$ cat src/rtl/extractor_pkg.sv
// rtl/extractor_pkg.sv - shared types and helpers for the sign-bit extractor
package extractor_pkg;

  localparam int BYTE_BITS = 8;

  typedef enum logic [1:0] {
    LOAD,
    SEEK,
    TAKE,
    GUARD
  } ext_state_t;

  // Bit index into the held video byte; 0 addresses the MSB.
  typedef logic [2:0] cursor_t;

  // Number of unread bits from the cursor to the end of the held byte.
  function automatic logic [3:0] bits_left(input cursor_t c);
    return 4'(BYTE_BITS) - {1'b0, c};
  endfunction

endpackage

$ cat src/rtl/extractor_bit_packer.sv
// rtl/extractor_bit_packer.sv - serial-in byte-out bit packer with flush
module bit_packer
  import extractor_pkg::*;
(
  input  logic       clk,
  input  logic       rst,
  input  logic       en,
  input  logic       push,
  input  logic       bit_in,
  input  logic       flush,
  output logic [7:0] data_out,
  output logic       data_wr
);

  logic [7:0] acc;
  logic [7:0] acc_n;
  logic [2:0] fill;
  logic [3:0] fill_n;
  logic [3:0] pad;
  logic       wr_q;

  // Shift the incoming bit in at the LSB so the first bit ends up in the MSB.
  always_comb begin
    acc_n  = push ? {acc[6:0], bit_in} : acc;
    fill_n = {1'b0, fill} + {3'b000, push};
    pad    = 4'(BYTE_BITS) - fill_n;
  end

  // A full byte always wins over flush; flush left-aligns a partial byte.
  always_ff @(posedge clk or posedge rst) begin
    if (rst) begin
      acc      <= '0;
      fill     <= '0;
      data_out <= '0;
      wr_q     <= 1'b0;
    end else if (en) begin
      wr_q <= 1'b0;
      if (fill_n == 4'(BYTE_BITS)) begin
        data_out <= acc_n;
        wr_q     <= 1'b1;
        acc      <= '0;
        fill     <= '0;
      end else if (flush && (fill_n != 4'd0)) begin
        data_out <= acc_n << pad;
        wr_q     <= 1'b1;
        acc      <= '0;
        fill     <= '0;
      end else begin
        acc  <= acc_n;
        fill <= fill_n[2:0];
      end
    end
  end

  assign data_wr = wr_q & en;

endmodule

$ cat src/rtl/extractor.sv
// rtl/extractor.sv - recovers embedded sign bits from a stego video byte stream
module extractor
  import extractor_pkg::*;
#(
  parameter int CNT_W  = 7,
  parameter int DATA_W = 8
) (
  input  logic              clk,
  input  logic              rst,
  input  logic              clk_en,
  input  logic [DATA_W-1:0] vid_in,
  input  logic              vid_empty,
  output logic              vid_rd,
  input  logic [CNT_W-1:0]  cnt_in,
  input  logic              sign_flag,
  input  logic              extend_flag,
  input  logic              cnt_empty,
  output logic              cnt_rd,
  input  logic              out_afull,
  input  logic              flush,
  output logic [DATA_W-1:0] data_out,
  output logic              data_wr,
  output logic              ext_err
);

  logic module_en;

  ext_state_t        state, state_n;
  logic [CNT_W-1:0]  rem, rem_n;
  logic              sf, sf_n;
  logic              ef, ef_n;
  cursor_t           cursor, cursor_n;
  logic [DATA_W-1:0] vbyte, vbyte_n;
  logic              held, held_n;
  logic              vid_wait, vid_wait_n;
  logic              cnt_wait, cnt_wait_n;
  logic              tbit, tbit_n;
  logic              err_q, err_n;
  logic              vid_fetch, cnt_fetch, push;
  logic [CNT_W-1:0]  avail;
  cursor_t           bit_sel;
  logic              cur_bit;

  assign module_en = clk_en & ~out_afull;
  assign avail     = CNT_W'(bits_left(cursor));
  assign bit_sel   = 3'd7 - cursor;
  assign cur_bit   = vbyte[bit_sel];

  // Next-state logic: FIFO data arrives the cycle after its read strobe.
  always_comb begin
    state_n    = state;
    rem_n      = rem;
    sf_n       = sf;
    ef_n       = ef;
    cursor_n   = cursor;
    vbyte_n    = vbyte;
    held_n     = held;
    vid_wait_n = vid_wait;
    cnt_wait_n = cnt_wait;
    tbit_n     = tbit;
    err_n      = 1'b0;
    vid_fetch  = 1'b0;
    cnt_fetch  = 1'b0;
    push       = 1'b0;
    case (state)
      LOAD: begin
        if (cnt_wait) begin
          rem_n      = cnt_in;
          sf_n       = sign_flag;
          ef_n       = extend_flag;
          cnt_wait_n = 1'b0;
          state_n    = SEEK;
        end else if (!cnt_empty) begin
          cnt_fetch  = 1'b1;
          cnt_wait_n = 1'b1;
        end
      end
      SEEK: begin
        if (vid_wait) begin
          vbyte_n    = vid_in;
          held_n     = 1'b1;
          vid_wait_n = 1'b0;
        end else if (!held) begin
          if (!vid_empty) begin
            vid_fetch  = 1'b1;
            vid_wait_n = 1'b1;
          end
        end else if (rem >= avail) begin
          // Skip the rest of this byte and start fetching the next one.
          rem_n    = rem - avail;
          cursor_n = '0;
          held_n   = 1'b0;
          if (!vid_empty) begin
            vid_fetch  = 1'b1;
            vid_wait_n = 1'b1;
          end
        end else begin
          cursor_n = cursor + rem[2:0];
          rem_n    = '0;
          state_n  = TAKE;
        end
      end
      TAKE: begin
        tbit_n   = cur_bit;
        push     = sf;
        cursor_n = cursor + 3'd1;
        if (cursor == 3'd7) held_n = 1'b0;
        state_n  = ef ? GUARD : LOAD;
      end
      GUARD: begin
        if (vid_wait) begin
          vbyte_n    = vid_in;
          held_n     = 1'b1;
          vid_wait_n = 1'b0;
        end else if (!held) begin
          if (!vid_empty) begin
            vid_fetch  = 1'b1;
            vid_wait_n = 1'b1;
          end
        end else begin
          // The guard must be the complement of the taken bit.
          if (sf && (cur_bit == tbit)) err_n = 1'b1;
          cursor_n = cursor + 3'd1;
          if (cursor == 3'd7) held_n = 1'b0;
          state_n  = LOAD;
        end
      end
      default: state_n = LOAD;
    endcase
  end

  // State register; everything freezes while the module is disabled.
  always_ff @(posedge clk or posedge rst) begin
    if (rst) begin
      state    <= LOAD;
      rem      <= '0;
      sf       <= 1'b0;
      ef       <= 1'b0;
      cursor   <= '0;
      vbyte    <= '0;
      held     <= 1'b0;
      vid_wait <= 1'b0;
      cnt_wait <= 1'b0;
      tbit     <= 1'b0;
      err_q    <= 1'b0;
    end else if (module_en) begin
      state    <= state_n;
      rem      <= rem_n;
      sf       <= sf_n;
      ef       <= ef_n;
      cursor   <= cursor_n;
      vbyte    <= vbyte_n;
      held     <= held_n;
      vid_wait <= vid_wait_n;
      cnt_wait <= cnt_wait_n;
      tbit     <= tbit_n;
      err_q    <= err_n;
    end
  end

  assign vid_rd  = vid_fetch & module_en & ~rst;
  assign cnt_rd  = cnt_fetch & module_en & ~rst;
  assign ext_err = err_q & module_en;

  bit_packer u_packer (
    .clk      (clk),
    .rst      (rst),
    .en       (module_en),
    .push     (push),
    .bit_in   (cur_bit),
    .flush    (flush),
    .data_out (data_out),
    .data_wr  (data_wr)
  );

endmodule

$ cat config.mk
export PLATFORM = sky130hd
export DESIGN_NAME = extractor
export DESIGN_NICKNAME = d
export VERILOG_FILES = /design/src/rtl/extractor_pkg.sv /design/src/rtl/extractor_bit_packer.sv /design/src/rtl/extractor.sv
export SDC_FILE = /design/constraint.sdc
export NUM_CORES = 1
export LEC_CHECK = 0
export BUFFER_PORTS_ARGS = -buffer_cell sky130_fd_sc_hd__buf_2
export CAP_MARGIN = 20
export CORE_ASPECT_RATIO = 0.9
export CORE_MARGIN = 8
export CORE_UTILIZATION = 35
export CTS_BUF_LIST = sky130_fd_sc_hd__clkbuf_4
export DETAILED_ROUTE_END_ITERATION = 10
export SLEW_MARGIN = 20
export SYNTH_ARGS = -nofsm -noshare
export SYNTH_HDL_FRONTEND = slang
export SYNTH_HIERARCHICAL = 1
export SYNTH_SLANG_ARGS = --single-unit
export TNS_END_PERCENT = 5
$ cat constraint.sdc
create_clock -name clk -period 3.1 [get_ports clk]
set_input_delay 0.31 -clock clk [delete_from_list [all_inputs] [get_ports clk]]
set_output_delay 0.31 -clock clk [all_outputs]
set_load 0.01 [all_outputs]
==> results of run 1 <==
[layout make-up]
cell class | count | share of cell area [%]
clock buffer | 6 | 1.20
clock inverter | 1 | 0.802
inverter | 20 | 2.00
multi-input combinational | 266 | 52.5
sequential | 47 | 31.5
tap | 122 | 4.07
timing repair buffer | 51 | 7.95
[registers in the layout (all words and copies together) (netlist names), 2 cells and up]
register	count
vbyte	8
u_packer/fill	3
rem	7
u_packer/acc	8
state	2
cursor	3
u_packer/data_out	8
[worst max path at each step]
stage | startpoint | to | slack [ps] | cells after the start
finish | cursor[2] | vid_rd | 170 | 8
global route | cursor[2] | vid_rd | 6 | 8
CTS | cursor[0] | vid_rd | 3 | 10
detailed placement | state[0] | u_packer/data_out[4] | 360 | 10
global placement | cursor[1] | u_packer/data_out[3] | 460 | 6
floorplan | state[0] | u_packer/data_out[5] | 260 | 11
[where the power goes]
group / switching (mW) / leakage (nW) / internal, mW / total [mW]
logic: 1.07 / 1.06 / 0.895 / 1.97
registers: 0.206 / 0.606 / 0.821 / 1.03
clock network: 0.201 / 0.0417 / 0.175 / 0.377
[cells by family after synthesis]
kind of cell,count (synthesis),share of synthesized area [%]
and+or+nand+nor,112,16.2
AOI/OAI and AO/OA,95,20.9
DFF,47,35.4
buffers and inverters,38,5.61
muxes,37,14.1
adders and majority gates,13,5.35
xor gates and xnor gates,9,2.37
[metal layers]
| metal | up-vias | track usage [%] |
|---|---|---|
| li1 | 1373 | - |
| met1 | 1325 | 18.3 |
| met2 | 57 | 18.7 |
| met3 | 10 | 1.72 |
| met4 | 0 | 4.60 |
| met5 | - | 0 |
[cell usage in the layout (no fill, tap or decap), types with 4 or more instances in the layout]
cell type	n
a21oi_1	17
a22o_1	7
a22oi_1	4
a31oi_1	4
buf_2	35
buf_4	15
clkbuf_4	6
dfrtp_1	44
ha_1	10
inv_1	20
mux2_2	23
mux2i_1	9
mux4_1	4
nand2_1	36
nand2b_1	5
nand3_1	9
nor2_1	26
nor3_1	12
o21ai_0	20
o2bb2ai_1	5
o31ai_1	5
xnor2_1	4
xor2_1	5
[per-stage QoR]
step,utilization [%],area (µm²),std cells,worst slack [ps]
floorplan,-,3320,351,259
global placement,39.6,3630,502,461
detailed placement,39.6,3630,502,364
CTS,40.5,3710,510,3.32
global route,40.9,3750,513,6.24
finish,40.9,3750,513,175
[repair_timing]
item                       in CTS  in global routing
hold buffers                    1                  0
hold endpoints to repair        4                  0
buffers inserted                0                  3
gates resized for setup         0                  5
setup endpoints to repair       0                  1
==> impl_results.md, run 1 <==
- Outcome: complete, no violations
- CTS tree: yes
- Number of remaining DRC errors: 0
- FF-to-FF path depth: 10
- Top-count cell post-synth: dfrtp_1
- Met1 WL: 4.08 mm
- Syn Inst Count: 351
- Worst path top cell family by delay: simple AND/OR/NAND/NOR gates
- Post-synth cell types: 67
- Core Box Area: 9170 µm²
- Share of flip-flops with an asynchronous set or reset: 100%
- GPL Wtd Cong: 0.889
- ANT nets after route: 0
- Final Critical Period: 2930 ps
- Post-Syn Nets: 388
- Worst Path Required: 2790 ps
- Initial core utilization: 36.2%
- Largest net degree at the start of global routing: 24
- Worst-Margin Slew: 820 ps
- Worst skew pair latency: 370 ps
- Die Wd: between 100 and 150 µm
- Worst Path Buf+Inv: 1
- Top sig layer: met4
- Worst IR Drop VDD: 0.339 mV
- First-pass GRT wire length: 13.4 mm
- Dpl hpwl: 5.93 mm
- Hold WS: 154 ps
- Pre-antenna DRT Iters: 4
- Die H: 108 µm
- Crit. End Element: output pin
- Share of the synthesized area in the top cell type: 35.4%
- Io pins: 36
- Wire per inst: 15.4 µm
- Initial DRC count: 175
- Fillcell total: just under 900
- Vias per cell: between 5 and 6
- Seq/Total Area, Yosys: 35.4%
- Area of the multi-input gates: 1970 µm²
- Total power: 3.37 mW
- Fin crit share: roughly 94%
- Max clock buf depth: 2
- Fin. Hold Viols: 0
- Number of diodes: 0
- Total negative slack: 0 ps
- Max transition margin: a little under half
- Cell area after synthesis: 3320 µm²
- Synth warn: 6
- R2r setup slk: 320 ps
- CP max FO: 6
- Crit start category: register
- H-tree levels: 2
- Met2 WL: 3.34 mm
- Hold Startpoint: flush
- Top_reg_cell synth: dfrtp_1
- RSZ-0062 raised after global routing: false
- Total track usage: 12.6%
- Mean Syn Cell Area: 9.46 µm²
- Worst min path class: in -> reg
- DR WL met3: ~320 µm
- Worst r2r src: state[0]
- Layout area overhead: 12.8%
- Die area: around 13,000 µm²
- Critical path class: reg -> out
- Nets@finish: 428
- Max Clock Freq: 342 MHz
- Peak per-stage delay on the critical path: 490 ps
- GR Overflow Total: 0
- WHS Endpoint: u_packer/fill[0]
- EDFF count, synth: 0
- Power Density: 900 nW/µm²
- Static Leak: 1.71 nW
- CTS root buf: clkbuf_4
- Reg2reg end: u_packer/data_out[4]
- Top cells by area, synth: dfrtp_1 35%, mux2_2 7.8%, ha_1 4.1%
- Initial antenna violation count: 0
- Pins Over Slew Limit: 0
- Clock sink count: 47
- Row cnt: 33
- Leading area contributor after synthesis: dfrtp_1
- Vias in the first global route: 2,651
- I/O Buffers: 35
- Clk pin slew, worst setup/hold paths: approximately 150 ps
- FF+latch area: approximately 1200 µm²
- #FFs+latches synth: 47
- Hold path depth: 2
- Number of buffers created by CTS: 5
- CP arrival: about 2600 ps
- Setup Viol. Count Final: 0
- DR vias: 2,765
- Crit-path cells: or3_2 -> ha_1 -> nand4_1 -> nand2_1 -> o31ai_2 -> o21ai_0 -> and3_1 -> buf_2
- Most frequent cells after synthesis: 47 x dfrtp_1, 36 x nand2_1, 26 x nor2_1, 23 x mux2_2
- Share of post-route cells with drive strength above 1: between 20% and 30%
- MaxCap Viol Count: 0
- CP max stage cell: dfrtp_2
- Clock skew: 20.1 ps
- Drt total wl: 7.90 mm
Note: power is estimated with default switching activity, not from simulation.
==> run 2: changes to the inputs <==
--- a/config.mk
+++ b/config.mk
@@ -12,6 +12,7 @@
 export CORE_UTILIZATION = 35
 export CTS_BUF_LIST = sky130_fd_sc_hd__clkbuf_4
 export DETAILED_ROUTE_END_ITERATION = 10
+export GPL_TIMING_DRIVEN = 0
 export SLEW_MARGIN = 20
 export SYNTH_ARGS = -nofsm -noshare
 export SYNTH_HDL_FRONTEND = slang
==> impl_results.md, run 2 (same netlist as run 1, synthesis figures left out) <==
- Outcome: complete, no violations
- Setup Viol. Count Final: 0
- Wire per inst: 15.1 µm
- Crit-path cells: buf_2 -> inv_1 -> nand2_1 -> nor2_4 -> ha_1 -> buf_6 -> mux2_2 -> mux2_2 -> a2111oi_1 -> o32ai_1 -> mux2_2
- DR vias: around 2,800
- Cell area after layout: between 3000 and 4000 µm²
- Worst min path class: in -> async
- Total negative slack: 0 ps
- Core Box Area: 9170 µm²
- Static Leak: between 1.5 and 2 nW
- R2r setup slk: 140 ps
- Number of remaining DRC errors: 0
- Clock skew: 21.4 ps
- Clk pin slew, worst setup/hold paths: 150 ps
- Switching power: 1.52 mW
- Dpl hpwl: 5.89 mm
- Max transition margin: 43.4%
- Die area: 12,900 µm²
- Io pins: 36
- Pre-antenna DRT Iters: 5
- Worst skew pair latency: 360 ps
- Row cnt: 33
- Drt total wl: 7.86 mm
- Final setup margin: 140 ps
- Worst slack at placement: -198 ps
- Total track usage: 12.2%
- Crit start category: register
- Fin. Hold Viols: 0
- Share of post-route cells with drive strength above 1: 26.3%
- Initial DRC count: between 150 and 200
- Critical path class: reg -> reg
- GR Overflow Total: 0
- CP max FO: 9
- Commonest non-fill, non-tap cells in the layout: 44 x dfrtp_1, 40 x buf_2, 36 x nand2_1
- ANT nets after route: 0
- H-tree levels: 2
- Crit path depth: 11
- Worst IR Drop VDD: 0.354 mV
- Die H: 108 µm
- Total power: 3.44 mW
- First-pass GRT wire length: 13.1 mm
- CP max stage cell: a2111oi_1
- Sw Ratio: 44.2%
- Reg2reg end: u_packer/data_out[5]
- Setup crit start: state[0]
- Crit. End Element: register
- Internal cell power: 1.92 mW
- I/O Buffers: 35
- Core Util, Final: 42.1%
- Layout area overhead: 16.1%
- Max Clock Freq: 338 MHz
- Worst-Margin Slew: around 850 ps
- Peak per-stage delay on the critical path: 400 ps
- Number of diodes: 0
- Commonest non-fill, non-tap cell in the layout: dfrtp_1
- Worst Path Required: 3370 ps
- Top flop regs: u_packer/acc (8), u_packer/data_out (8), vbyte (8)
- Initial antenna violation count: 0
- Combinational share of power: 59.6%
- Initial core utilization: 36.2%
- Hold-fix buffers, CTS: 0
- Clock Power Share: 10.8%
- Vias in the first global route: between 2,000 and 3,000
- DP Area: 3680 µm²
- Worst r2r src: state[0]
- Power Density: 892 nW/µm²
- Vias per cell: 5.39
- Reg power frac: 29.6%
- Clock sink count: 47
- Largest net degree at the start of global routing: 21
- Max clock buf depth: 2
- CTS root buf: clkbuf_4
- Worst Path Buf+Inv: 3
- Die Wd: 119 µm
- Number of buffers created by CTS: 5
- CP endpoint: u_packer/data_out[5]
- Fin crit share: 95.5%
- Pins Over Slew Limit: 0
- Nets@finish: 437
- CTS tree: yes
- FF-to-FF path depth: 11
- FF+latch area: around 1200 µm²
- MaxCap Viol Count: 0
- Most used cell, CP: mux2_2
- Fillcell total: 929
- Worst path top cell family by delay: multiplexers
- CP arrival: 3230 ps
- GPL Wtd Cong: 0.912
- Area of the multi-input gates: 2010 µm²
- Final Critical Period: 2960 ps
run 2: how the worst min path moves through the flow:
| stage | cells after the start | end | slack [ps] |
|---|---|---|---|
| detailed placement | 2 | cursor[0] | 450 |
| finish | 2 | state[1] | 40 |
| CTS | 2 | cursor[2] | 30 |
| global placement | 2 | err_q | 460 |
| floorplan | 1 | u_packer/acc[0] | 270 |
| global route | 2 | vid_wait | 50 |
run 2: final cells by class:
class                      count  area share (%)
inverter                      20            1.95
clock inverter                 1           0.778
sequential                    47            30.6
multi-input combinational    266            52.2
clock buffer                   6            1.17
timing repair buffer          42            6.42
tap                          122            3.96
buffer                        18            2.92
run 2: what timing repair did:
action	CTS	global route
gates resized for setup	6	9
buffers inserted	0	6
endpoints found under the setup margin	9	9
pin swaps	0	2
run 2: metrics by stage:
| step | hold WS (ps) | cells |
|---|---|---|
| 4_1_cts | 33.9 | 516 |
| 3_3_place_gp | 460 | 508 |
| 5_1_grt | 49.4 | 522 |
| 6_report | 35.7 | 522 |
| 3_5_place_dp | 453 | 509 |
| 2_1_floorplan | 274 | 351 |
run 2: power groups by stage:
stage	clock network, mW	registers, mW	logic [mW]
final	0.372	1.02	2.05
after floorplan	0	0.977	1.53
after global placement	0	1.02	1.88
after detailed placement	0	1.03	1.90
after CTS	0.391	1.02	1.95
after global routing	0.408	1.06	2.27
run 2: metal layers:
metal | global-route usage [%] | vias up | wire length [µm]
met1 | 18.0 | 1335 | 4020
met3 | 2.19 | 9 | 454
met4 | 3.61 | 0 | 87
met2 | 17.8 | 86 | 3290
li1 | - | 1385 | -
met5 | 0 | - | 0
run 2: worst register-to-register path, delay by kind of cell (launching register included):
kind,cells,cell delay (ps)
AO/OA/AOI/OAI,2,560
adder cells (fa/ha/maj),1,250
buffers and inverters,3,500
flip-flops,1,390
multiplexers,3,860
AND/OR/NAND/NOR,2,330
==> run 3: changes to the inputs <==
--- a/config.mk
+++ b/config.mk
@@ -13,6 +13,7 @@
 export CTS_BUF_LIST = sky130_fd_sc_hd__clkbuf_4
 export DETAILED_ROUTE_END_ITERATION = 10
 export GPL_TIMING_DRIVEN = 0
+export SKIP_LAST_GASP = 1
 export SLEW_MARGIN = 20
 export SYNTH_ARGS = -nofsm -noshare
 export SYNTH_HDL_FRONTEND = slang
==> constraint.sdc (replaced) <==
create_clock -name clk -period 3.1 [get_ports clk]
set_input_delay 0.155 -clock clk [delete_from_list [all_inputs] [get_ports clk]]
set_output_delay 0.155 -clock clk [all_outputs]
set_load 0.01 [all_outputs]
==> impl_results.md, run 3 (same netlist as run 1, synthesis figures left out) <==
- Outcome: complete, no violations
- Number of diodes: 0
- Io pins: 36
- GR Overflow Total: 0
- Worst min path class: in -> reg
- RSZ-0062 raised after global routing: true
- Commonest non-fill, non-tap cells in the layout: 45 x dfrtp_1, 40 x buf_2, 36 x nand2_1
- Vias in the first global route: 2,671
- Max clock buf depth: 2
- Sw Ratio: 44.4%
- Switching power: 1.52 mW
- Number of remaining DRC errors: 0
- Worst-Margin Slew: 845 ps
- Crit start category: register
- Setup Viol. Count Final: 0
- Post-route insts no fill: roughly 530
- Die H: 108 µm
- Worst Path Required: 3370 ps
- CP arrival: 3230 ps
- Commonest non-fill, non-tap cell in the layout: dfrtp_1
- First-pass GRT wire length: approximately 13 mm
- Wire per inst: 15.0 µm
- Clk pin slew, worst setup/hold paths: 150 ps
- Core Box Area: a little over 9000 µm²
- Core Util, Final: 42.7%
- Worst skew pair latency: 360 ps
- Fillcell total: 920
- ANT nets after route: 0
- H-tree levels: 2
- Die Wd: 119 µm
- I/O Buffers: 35
- CTS tree: yes
- Reg power frac: 29.8%
- CTS root buf: clkbuf_4
- DR vias: 2,832
- Pre-antenna DRT Iters: 4
- Max transition margin: between 40% and 50%
- Layout area overhead: 17.7%
- Fin. Hold Viols: 0
- Initial antenna violation count: 0
- Static Leak: between 1.5 and 2 nW
- Clock sink count: 47
- Crit. End Element: register
- Initial core utilization: 36.2%
- Critical path class: reg -> reg
- Initial DRC count: 184
- Fin crit share: 95.6%
- Final Critical Period: just under 3000 ps
- Clock Power Share: 11.0%
- Row cnt: 33
- Vias per cell: 5.37
- R2r setup slk: around 140 ps
- Clock skew: 21.7 ps
- Combinational share of power: about three fifths
- Number of buffers created by CTS: 5
- Power Density: about 870 nW/µm²
- Total track usage: 12.3%
- Dpl hpwl: around 5.9 mm
- Max Clock Freq: around 340 MHz
- CP max FO: 9
- Drt total wl: 7.88 mm
- Share of post-route cells with drive strength above 1: 24.4%
- GPL Wtd Cong: 0.912
- Largest net degree at the start of global routing: 21
- MaxCap Viol Count: 0
- Die area: 12,900 µm²
- Worst IR Drop VDD: 0.355 mV
- Pins Over Slew Limit: 0
- Total negative slack: 0 ps
- Nets@finish: 442
- Internal cell power: 1.90 mW
- # placed instances: 509
- Top flop regs: u_packer/acc (8), u_packer/data_out (8), vbyte (8)
run 3: area by class of cell:
type | instances | area, µm² | share of cell area (%)
plain buffers | 18 | 111 | 2.85
repair buffers | 47 | 305 | 7.81
multi-input cells | 266 | 2010 | 51.5
flip-flops and latches | 47 | 1180 | 30.1
well taps | 122 | 153 | 3.90
clock buffers | 6 | 45.0 | 1.15
inverters | 20 | 75.1 | 1.92
clock inverters | 1 | 30.0 | 0.768
run 3: power by group through the flow:
stage / sequential [mW] / clock (mW) / combinational (mW)
global route: 1.06 / 0.409 / 2.24
finish: 1.02 / 0.377 / 2.02
floorplan: 0.977 / 0 / 1.53
global placement: 1.02 / 0 / 1.88
detailed placement: 1.03 / 0 / 1.90
CTS: 1.02 / 0.391 / 1.95
run 3: routing by layer:
layer | global-route usage [%] | part of all wire, % | wire length [µm] | up-vias
met3 | 2.14 | 5.5 | 436 | 9
li1 | - | - | - | 1396
met1 | 18.1 | 51 | 4030 | 1345
met5 | 0 | 0 | 0 | -
met4 | 3.61 | 1.3 | 100 | 0
met2 | 18.1 | 42 | 3320 | 82
run 3: timing repair:
action | 4_1_cts | 5_1_grt
resized for setup | 2 | 7
hold buffers | 8 | 0
setup buffers | 0 | 3
pin swaps | 0 | 2
hold endpoints to repair | 31 | 0
setup endpoints to repair | 9 | 11
run 3: worst paths after layout:
kind,startpoint,end,cells past startpoint
max,state[0],u_packer/data_out[5],11
min,flush,u_packer/fill[0],2
max reg2reg,state[0],u_packer/data_out[5],11
min reg2reg,err_q,err_q,2
max in group asynchronous,rst,u_packer/acc[0],3
min in group asynchronous,rst,tbit,3
run 3: worst max-delay path, stage by stage (launching register included):
cell       delay (ps)
dfrtp_1           390
buf_2             160
inv_1             180
nand2_1           160
nor2_4            160
ha_1              250
buf_6             160
mux2_2            290
mux2_2            290
a2111oi_1         400
o32ai_1           170
mux2_2            270
run 3: per-stage QoR:
stage | setup slack (ps) | power [mW] | cell area [µm²] | hold WS (ps)
2_1_floorplan | 259 | 2.51 | 3320 | 119
3_3_place_gp | -205 | 2.90 | 3650 | 382
3_5_place_dp | -198 | 2.94 | 3680 | 298
4_1_cts | -85.7 | 3.36 | 3840 | 0.971
5_1_grt | -25.0 | 3.71 | 3910 | 6.06
6_report | 137 | 3.42 | 3910 | 16.9
